===== config.mk =====
export PLATFORM = sky130hd
export DESIGN_NAME = pow_seq_flat
export DESIGN_NICKNAME = d
export VERILOG_FILES = /design/src/rtl/pow_seq_if.sv /design/src/rtl/pow_seq.sv /design/src/flat_wrapper.sv
export SDC_FILE = /design/constraint.sdc
export NUM_CORES = 2
export LEC_CHECK = 0
export ABC_CLOCK_PERIOD_IN_PS = 14600
export CAP_MARGIN = 20
export CORE_UTILIZATION = 40
export DETAILED_ROUTE_END_ITERATION = 8
export GPL_ROUTABILITY_DRIVEN = 0
export PLACE_DENSITY = 0.66
export SLEW_MARGIN = 20
export SYNTH_ARGS = -nofsm -noshare
export SYNTH_HDL_FRONTEND = slang
export SYNTH_SLANG_ARGS = --single-unit

===== constraint.sdc =====
create_clock -name clk -period 14.6 [get_ports clk]
set_input_delay 2.92 -clock clk [delete_from_list [all_inputs] [get_ports clk]]
set_output_delay 2.92 -clock clk [all_outputs]
set_load 0.05 [all_outputs]

===== src/rtl/pow_seq_if.sv =====
// Valid/ready stream bundle for the power unit: operands in, result and overflow flag out.
interface pow_seq_if #(
    parameter int DATA_WIDTH = 32,
    parameter int EXP_WIDTH  = 4
) ();
    logic                  pow_valid_in;
    logic                  pow_ready_in;
    logic [DATA_WIDTH-1:0] pow_data_in;
    logic [EXP_WIDTH-1:0]  pow_exp_in;
    logic                  pow_valid_out;
    logic                  pow_ready_out;
    logic [DATA_WIDTH-1:0] pow_data_out;
    logic                  pow_ovf_out;

    modport master (
        output pow_valid_in, pow_data_in, pow_exp_in, pow_ready_out,
        input  pow_ready_in, pow_valid_out, pow_data_out, pow_ovf_out
    );

    modport slave (
        input  pow_valid_in, pow_data_in, pow_exp_in, pow_ready_out,
        output pow_ready_in, pow_valid_out, pow_data_out, pow_ovf_out
    );
endinterface


===== src/rtl/pow_seq.sv =====
// Fixed-point base**exp using right-to-left square-and-multiply on one shared
// pipelined signed multiplier; exponent is chosen per transaction.
module pow_seq #(
    parameter int DATA_WIDTH   = 32,
    parameter int FRACTION     = 24,
    parameter int EXP_WIDTH    = 4,
    parameter int MULT_LATENCY = 4,
    parameter bit SATURATE     = 1'b1
) (
    input  logic      clk,
    input  logic      rst,
    pow_seq_if.slave  bus
);
    localparam int DW    = DATA_WIDTH;
    localparam int PW    = 2 * DATA_WIDTH;
    localparam int CNT_W = (MULT_LATENCY > 1) ? $clog2(MULT_LATENCY) : 1;

    localparam logic [DW-1:0]    ONE   = DW'(1) << FRACTION;
    localparam logic [DW-1:0]    MAXV  = {1'b0, {(DW-1){1'b1}}};
    localparam logic [DW-1:0]    MINV  = {1'b1, {(DW-1){1'b0}}};
    localparam logic [CNT_W-1:0] LAST  = CNT_W'(MULT_LATENCY - 1);

    typedef enum logic [1:0] {IDLE, CALC, WAIT, DONE} state_t;

    state_t                 state_q, state_d;
    logic [DW-1:0]          base_q, base_d;
    logic [DW-1:0]          res_q, res_d;
    logic [EXP_WIDTH-1:0]   e_q, e_d;
    logic                   ovf_q, ovf_d;
    logic [CNT_W-1:0]       cnt_q, cnt_d;
    logic                   op_mul_q, op_mul_d;
    logic [MULT_LATENCY-1:0][PW-1:0] prod_q, prod_d;

    logic                   accept;
    logic                   decide;
    logic [EXP_WIDTH-1:0]   e_dec;
    logic [DW-1:0]          mul_a, mul_b;
    logic [PW-1:0]          prod_last;
    logic [DW-FRACTION:0]   prod_hi;
    logic                   step_ovf;
    logic [DW-1:0]          wb_val;

    assign bus.pow_ready_in  = ~rst & (state_q == IDLE);
    assign bus.pow_valid_out = (state_q == DONE);
    assign bus.pow_data_out  = res_q;
    assign bus.pow_ovf_out   = ovf_q;
    assign accept            = bus.pow_valid_in & bus.pow_ready_in;

    // Writeback path: take the Q-format window, flag if the discarded high bits are not a sign run.
    assign prod_last = prod_q[MULT_LATENCY-1];
    assign prod_hi   = prod_last[PW-1:FRACTION+DW-1];
    assign step_ovf  = ~((&prod_hi) | ~(|prod_hi));
    assign wb_val    = (SATURATE && step_ovf) ? (prod_last[PW-1] ? MINV : MAXV)
                                              : prod_last[FRACTION+DW-1:FRACTION];

    always_comb begin
        state_d  = state_q;
        base_d   = base_q;
        res_d    = res_q;
        e_d      = e_q;
        ovf_d    = ovf_q;
        cnt_d    = cnt_q;
        op_mul_d = op_mul_q;
        decide   = 1'b0;
        e_dec    = e_q;
        case (state_q)
            IDLE: if (accept) begin
                base_d  = bus.pow_data_in;
                res_d   = ONE;
                e_d     = bus.pow_exp_in;
                ovf_d   = 1'b0;
                state_d = CALC;
            end
            CALC: decide = 1'b1;
            WAIT: if (cnt_q == LAST) begin
                decide = 1'b1;
                if (op_mul_q) begin
                    res_d = wb_val;
                    e_dec = e_q & ~EXP_WIDTH'(1);
                end else begin
                    base_d = wb_val;
                    e_dec  = e_q >> 1;
                end
                e_d   = e_dec;
                ovf_d = ovf_q | step_ovf;
            end else begin
                cnt_d = cnt_q + CNT_W'(1);
            end
            DONE: if (bus.pow_ready_out) state_d = IDLE;
            default: state_d = IDLE;
        endcase
        // Writeback and the next issue share an edge so each op costs exactly MULT_LATENCY cycles.
        if (decide) begin
            cnt_d = '0;
            if (e_dec == '0) begin
                state_d = DONE;
            end else begin
                state_d  = WAIT;
                op_mul_d = e_dec[0];
            end
        end
    end

    // Operands come from the post-writeback values so a chained op sees the fresh result.
    always_comb begin
        mul_a     = base_d;
        mul_b     = e_dec[0] ? res_d : base_d;
        prod_d    = prod_q;
        prod_d[0] = PW'($signed({{DW{mul_a[DW-1]}}, mul_a}) * $signed({{DW{mul_b[DW-1]}}, mul_b}));
        for (int i = 1; i < MULT_LATENCY; i++) prod_d[i] = prod_q[i-1];
    end

    always_ff @(posedge clk) begin
        if (rst) begin
            state_q  <= IDLE;
            base_q   <= '0;
            res_q    <= '0;
            e_q      <= '0;
            ovf_q    <= 1'b0;
            cnt_q    <= '0;
            op_mul_q <= 1'b0;
            prod_q   <= '0;
        end else begin
            state_q  <= state_d;
            base_q   <= base_d;
            res_q    <= res_d;
            e_q      <= e_d;
            ovf_q    <= ovf_d;
            cnt_q    <= cnt_d;
            op_mul_q <= op_mul_d;
            prod_q   <= prod_d;
        end
    end
endmodule


===== src/flat_wrapper.sv =====
// flat-port wrapper written by rule: the top's interface ports become plain ports
module pow_seq_flat 
#(
    parameter int DATA_WIDTH   = 32,
    parameter int FRACTION     = 24,
    parameter int EXP_WIDTH    = 4,
    parameter int MULT_LATENCY = 4,
    parameter bit SATURATE     = 1'b1
)
  (clk, rst, bus_pow_valid_in, bus_pow_data_in, bus_pow_exp_in, bus_pow_ready_out, bus_pow_ready_in, bus_pow_valid_out, bus_pow_data_out, bus_pow_ovf_out);
  pow_seq_if #(.DATA_WIDTH(DATA_WIDTH), .EXP_WIDTH(EXP_WIDTH)) bus_i ();
  input  logic clk;
  input  logic rst;
  input wire logic [$bits(bus_i.pow_valid_in)-1:0] bus_pow_valid_in;
  input wire logic [$bits(bus_i.pow_data_in)-1:0] bus_pow_data_in;
  input wire logic [$bits(bus_i.pow_exp_in)-1:0] bus_pow_exp_in;
  input wire logic [$bits(bus_i.pow_ready_out)-1:0] bus_pow_ready_out;
  output wire logic [$bits(bus_i.pow_ready_in)-1:0] bus_pow_ready_in;
  output wire logic [$bits(bus_i.pow_valid_out)-1:0] bus_pow_valid_out;
  output wire logic [$bits(bus_i.pow_data_out)-1:0] bus_pow_data_out;
  output wire logic [$bits(bus_i.pow_ovf_out)-1:0] bus_pow_ovf_out;
  assign bus_i.pow_valid_in = bus_pow_valid_in;
  assign bus_i.pow_data_in = bus_pow_data_in;
  assign bus_i.pow_exp_in = bus_pow_exp_in;
  assign bus_i.pow_ready_out = bus_pow_ready_out;
  assign bus_pow_ready_in = bus_i.pow_ready_in;
  assign bus_pow_valid_out = bus_i.pow_valid_out;
  assign bus_pow_data_out = bus_i.pow_data_out;
  assign bus_pow_ovf_out = bus_i.pow_ovf_out;
  pow_seq #(.DATA_WIDTH(DATA_WIDTH), .FRACTION(FRACTION), .EXP_WIDTH(EXP_WIDTH), .MULT_LATENCY(MULT_LATENCY), .SATURATE(SATURATE)) u_core (.clk(clk), .rst(rst), .bus(bus_i));
endmodule

=== Word level (Yosys, flattened, before mapping) ===
Cells that the tools add are included.

* Bits in registers: 330
* Input bits: 40
* Output and inout port bits: 35

* $add $sub $neg: 1
* Multipliers: 1
* Equality and inequality tests: 8
* Multiplexer cells: 26
* Bitwise operators: 9
* Reductions and logical operators: 12

{| class="wikitable"
|+ Operators by type and width
! operator !! number
|-
| two-way mux 32 bit || 9
|-
| one-hot mux 32 bit (2 select lines) || 2
|-
| multiplier 32 x 32 -> 64 bit || 1
|-
| two-way mux 4 bit || 4
|-
| AND reduction 9 bit || 1
|-
| OR reduction 9 bit || 1
|-
| one-hot mux 4 bit (2 select lines) || 1
|-
| equality test 2 bit, second input constant || 3
|-
| two-way mux 2 bit || 3
|-
| AND reduction 2 bit || 3
|-
| AND reduction 3 bit || 2
|-
| NOT 1 bit || 5
|-
| zero test 4 bit || 1
|-
| two-way mux 1 bit || 4
|-
| != test 2 x 1 -> 1 bit, second input constant || 2
|-
| one-hot mux 1 bit (2 select lines) || 2
|-
| one-hot mux 2 bit (2 select lines) || 1
|-
| != test 3 x 1 -> 1 bit, second input constant || 1
|-
| != test 3 x 2 -> 1 bit, second input constant || 1
|-
| nonzero test 3 bit || 1
|-
| adder 2 x 1 -> 2 bit, second input constant || 1
|-
| AND 1 bit || 2
|-
| equality test 2 x 1 -> 1 bit, second input constant || 1
|-
| zero test 2 bit || 1
|-
| 3 further kinds || 4
|}

=== Logic depth before layout (Yosys ltp) ===
* Depth in word-level cells: 9
* Depth in mapped cells: 41

=== Worst setup path after synthesis ===
OpenSTA, ideal clock, no wires.

* Path type: input to register
* Start: input rst
* End: register u_core.prod_q, in the netlist u_core.prod_d[126]
* Library setup time: 0.123 ns
* Arrival: 12.349 ns
* Slack: 2.127 ns
* Stages on the path: 37
* Cell sequence: buf_2 nor2b_1 and2_1 buf_2 buf_2 a22oi_1 o21a_1 buf_2 a21boi_0 nand2_1 inv_1 fa_1 inv_1 fa_1 inv_1 fa_1 fa_1 inv_1 fa_1 inv_1 fa_1 inv_1 fa_1 inv_1 fa_1 ha_1 clkbuf_1 a21oi_1 o21ai_0 a21o_1 a21o_1 a31oi_1 o21ai_0 nand2_1 a311oi_1 nor3_2 mux2_1

* Cells in the longest elaborated chain, start to end: 7
* Elaborated cells between the ends (all ways): 9
* Those cells by class: 1 x mul; 5 x mux; 3 x bitwise

{| class="wikitable"
|+ RTL lines
! what !! RTL line !! RTL
|-
| start, declared || flat_wrapper.sv:13 || <nowiki>input logic rst;</nowiki>
|-
| NOT 1 bit * || pow_seq.sv:43 || <nowiki>assign bus.pow_ready_in = ~rst & (state_q == IDLE);</nowiki>
|-
| AND 1 bit * || pow_seq.sv:43 ||
|-
| via bus_pow_ready_in || flat_wrapper.sv:18 || <nowiki>output wire logic [$bits(bus_i.pow_ready_in)-1:0] bus_pow_ready_in;</nowiki>
|-
| AND 1 bit * || pow_seq.sv:47 || <nowiki>assign accept = bus.pow_valid_in & bus.pow_ready_in;</nowiki>
|-
| two-way mux 32 bit || pow_seq.sv:67 || <nowiki>IDLE: if (accept) begin</nowiki>
|-
| one-hot mux 32 bit (2 select lines) || pow_seq.sv:66 || <nowiki>case (state_q)</nowiki>
|-
| two-way mux 32 bit || pow_seq.sv:107 || <nowiki>mul_b = e_dec[0] ? res_d : base_d;</nowiki>
|-
| multiplier 32 x 32 -> 64 bit * || pow_seq.sv:109 || <nowiki>prod_d[0] = PW'($signed({{DW{mul_a[DW-1]}}, mul_a}) * $signed({{DW{mul_b[DW-1]}}, mul_b}));</nowiki>
|-
| end signal, assigned || pow_seq.sv:131 || <nowiki>prod_q <= prod_d;</nowiki>
|-
| end, declared || pow_seq.sv:32 || <nowiki>logic [MULT_LATENCY-1:0][PW-1:0] prod_q, prod_d;</nowiki>
|}

The timed path passes the listed nets; every way through them passes the cells marked *.
A chain may end at the register's enable or synchronous reset.

=== Final worst setup path ===
* Start: input bus_pow_valid_in
* End: register u_core.prod_q, in the netlist u_core.prod_d[126]

* Cells in the longest elaborated chain, start to end: 5
* Elaborated cells between the ends (all ways): 7
* Those cells by class: 1 x mul; 5 x mux; 1 x bitwise

{| class="wikitable"
|+ RTL lines
! what !! RTL line !! RTL
|-
| start, declared || flat_wrapper.sv:14 || <nowiki>input wire logic [$bits(bus_i.pow_valid_in)-1:0] bus_pow_valid_in;</nowiki>
|-
| AND 1 bit * || pow_seq.sv:47 ||
|-
| two-way mux 32 bit || pow_seq.sv:67 ||
|-
| one-hot mux 32 bit (2 select lines) || pow_seq.sv:66 ||
|-
| two-way mux 32 bit || pow_seq.sv:107 ||
|-
| multiplier 32 x 32 -> 64 bit * || pow_seq.sv:109 ||
|}

Mark *: on every way between the ends. The rest lies on a longest branch, timed or not.

==> key figures <==
STA
  – Setup violations, final: 0
  – Post-route minimum period: 13.00 ns
  – Setup TNS: 0 ns
  – F_max: 76.94 MHz
  – Endpoints failing hold: 0
  – Worst clock skew: 0.01033 ns
  – Final Cycle Share: 89.02%
  – RSZ-0062 raised after global routing: no
  – Slew @ Worst Pin: 1.165 ns
  – Final Max Tran Viols: 0
  – Slew headroom: 21.80%

Yosys
  – Synth Instances: 4824
  – Count of cell types in the netlist: 81
  – Post-synth net total: 6130
  – Area contributors post-synth: fa_1 (50%), dfxtp_1 (11%), inv_1 (8.9%)
  – Async SR Flop Fraction: 0%
  – Yosys reg bits: 234
  – Post-synth top area share: 49.87%
  – Number of synthesized flops with an enable pin: 0
  – Area leader, netlist: fa_1
  – Mapped Area: 43430 um^2
  – Dominant synthesized flop cell: dfxtp_1
  – Count leader, synth: fa_1
  – Warnings, synthesis: 0
  – Register area share after synthesis: 10.79%
  – Synth top cells by count: fa_1 (1082), inv_1 (1032), nor2_1 (703), nand2_1 (582), dfxtp_1 (234)
  – Syn_area_per_cell: 9.004 um^2

Setup path
  – Req. time, crit path: 15.01 ns
  – Worst reg2reg path depth: 31
  – CP max FO: 24
  – Crit-path slowest cell: a21boi_2
  – Data arrival time of the critical path: 13.41 ns
  – WS Path Type: input port to register
  – CP endpoint kind: register
  – Most common cell on crit path: fa_1
  – Startpoint types: input port
  – Max incr delay on CP: 0.66 ns

Clock tree
  – TritonCTS clock tree: built
  – Cts hold-fix bufs: 0
  – Longest Clk Path Bufs: 3
  – Cts repair resizes: 0
  – H-tree depth: 1
  – TritonCTS buffer count: 20
  – Clock Tree Root: clkbuf_16
  – Worst skew pair latency: 0.52 ns
  – Clock-pin slew on the worst setup and hold paths: 0.07 ns
  – # Post-CTS Setup Buffers: 0
  – Num Clock Sinks: 234

Layout
  – Fin nets: 6124
  – Ratio of cells with drive above 1 in the final layout: 5.010%
  – Area delta synth->final: 7.697%
  – Final Non-Filler Cells: 6235
  – Fillers: 10434

Drt
  – DRC errors left: 0
  – ANT nets after route: 0
  – Wirelength per Cell: 23.26 um
  – Vias/cell: 5.457
  – Drt pass-1 iters: 8
  – Vias: 34025
  – 1st-iter DRT viols: 3495
  – Final WL: 145.0 mm

Die
  – Row cnt: 120
  – Core Region: 107400 um^2
  – I/O pins: 75
  – Die W: 331.5 um
  – Die footprint: 109900 um^2
  – Starting Density: 40.46%
  – Chip height: 331.5 um

GRT
  – Initial antenna violation count: 6
  – GR Overflow Total: 0
  – Largest net degree at the start of global routing: 77
  – First-pass GRT wire length: 222.1 mm
  – Gr usage total: 27.03%
  – Via count of the first global-routing pass: 36422

Place
  – Dpl hpwl: 115.5 mm
  – # port buffers: 74
  – Placed insts: 6198

Hold path
  – Hold depth: 1
  – Hold WC Path Type: register to register

Outcome
  – Status: finished clean

Run
  – # Max-Cap Violations: 0
## through the flow
stage	hold WS [ns]	cell area [um^2]	worst slack (ns)	utilization [%]
after floorplan	0.4138	43430	2.127	-
after global placement	0.4158	46140	1.168	42.98
after detailed placement	0.4212	46160	1.371	42.99
after CTS	0.4323	46760	1.868	43.56
after global routing	0.4495	46770	1.351	43.57
final	0.4298	46780	1.603	43.57
## placed cells by master (no fill, tap or decap), types with 16 or more instances in the layout
cell,instances
nand3_1,16
nor2_1,702
a21oi_1,108
fa_1,1082
ha_1,184
o21ai_1,40
o21ai_0,46
dfxtp_1,234
nor2b_1,128
clkdlybuf4s50_1,73
and2_1,19
a21o_1,44
xnor2_1,38
a22oi_1,34
nand4_1,22
buf_4,148
o21a_1,35
clkbuf_16,20
nor3_1,18
inv_1,1032
nand2_1,581
## critical path: cells and delay by family
| kind | cells | cell delay [ns] |
|---|---|---|
| AND/OR/NAND/NOR | 9 | 2.06 |
| AO/OA/AOI/OAI | 6 | 2.02 |
| buffers and inverters | 4 | 1.41 |
| adder cells (fa/ha/maj) | 9 | 4.63 |
| multiplexers | 1 | 0.31 |
## final cells by class
class	count	area (um^2)	area share, %
Tap cell	1403	1755	3.753
Timing Repair Buffer	222	1856	3.967
Clock buffer	28	560.5	1.198
Sequential cell	234	4684	10.01
Inverter	1033	3877	8.289
Antenna cell	2	5.005	0.01070
Clock inverter	6	47.55	0.1016
Multi-Input combinational cell	3307	33990	72.67
## registers in the layout (all words and copies together) (netlist names)
signal,cells
u_core.base_q,32
u_core.state_q,2
u_core.prod_d,120
u_core.bus.pow_data_out,32
u_core.cnt_q,2
u_core.e_q,4
u_core.bus.pow_ovf_out,1
u_core.prod_last,40
u_core.op_mul_q,1
## metal layers
metal	global-route usage (%)	share of wire (%)
met5	0	0.028
met4	15.69	7.4
met3	5.700	11
met2	43.42	46
met1	33.74	36
## final timing paths
check / startpoint / end / slack, ns
min reg2reg: u_core.prod_d[94] / u_core.prod_d[158] / 0.43
min: u_core.prod_d[94] / u_core.prod_d[158] / 0.43
max: bus_pow_valid_in / u_core.prod_d[126] / 1.60
max reg2reg: u_core.state_q[0] / u_core.prod_d[124] / 3.11
## logic make-up after synthesis
group | Yosys count | share of synthesized area, %
AOI/OAI and AO/OA | 440 | 6.709
xor gates and xnor gates | 48 | 0.9679
adders and majority gates | 1266 | 55.17
buffers and inverters | 1283 | 11.22
DFF | 234 | 10.79
muxes | 3 | 0.07490
and+or+nand+nor | 1550 | 15.07
Power is not shown: default switching activity piles up to over one toggle a cycle in this logic, so the estimate is an artifact.
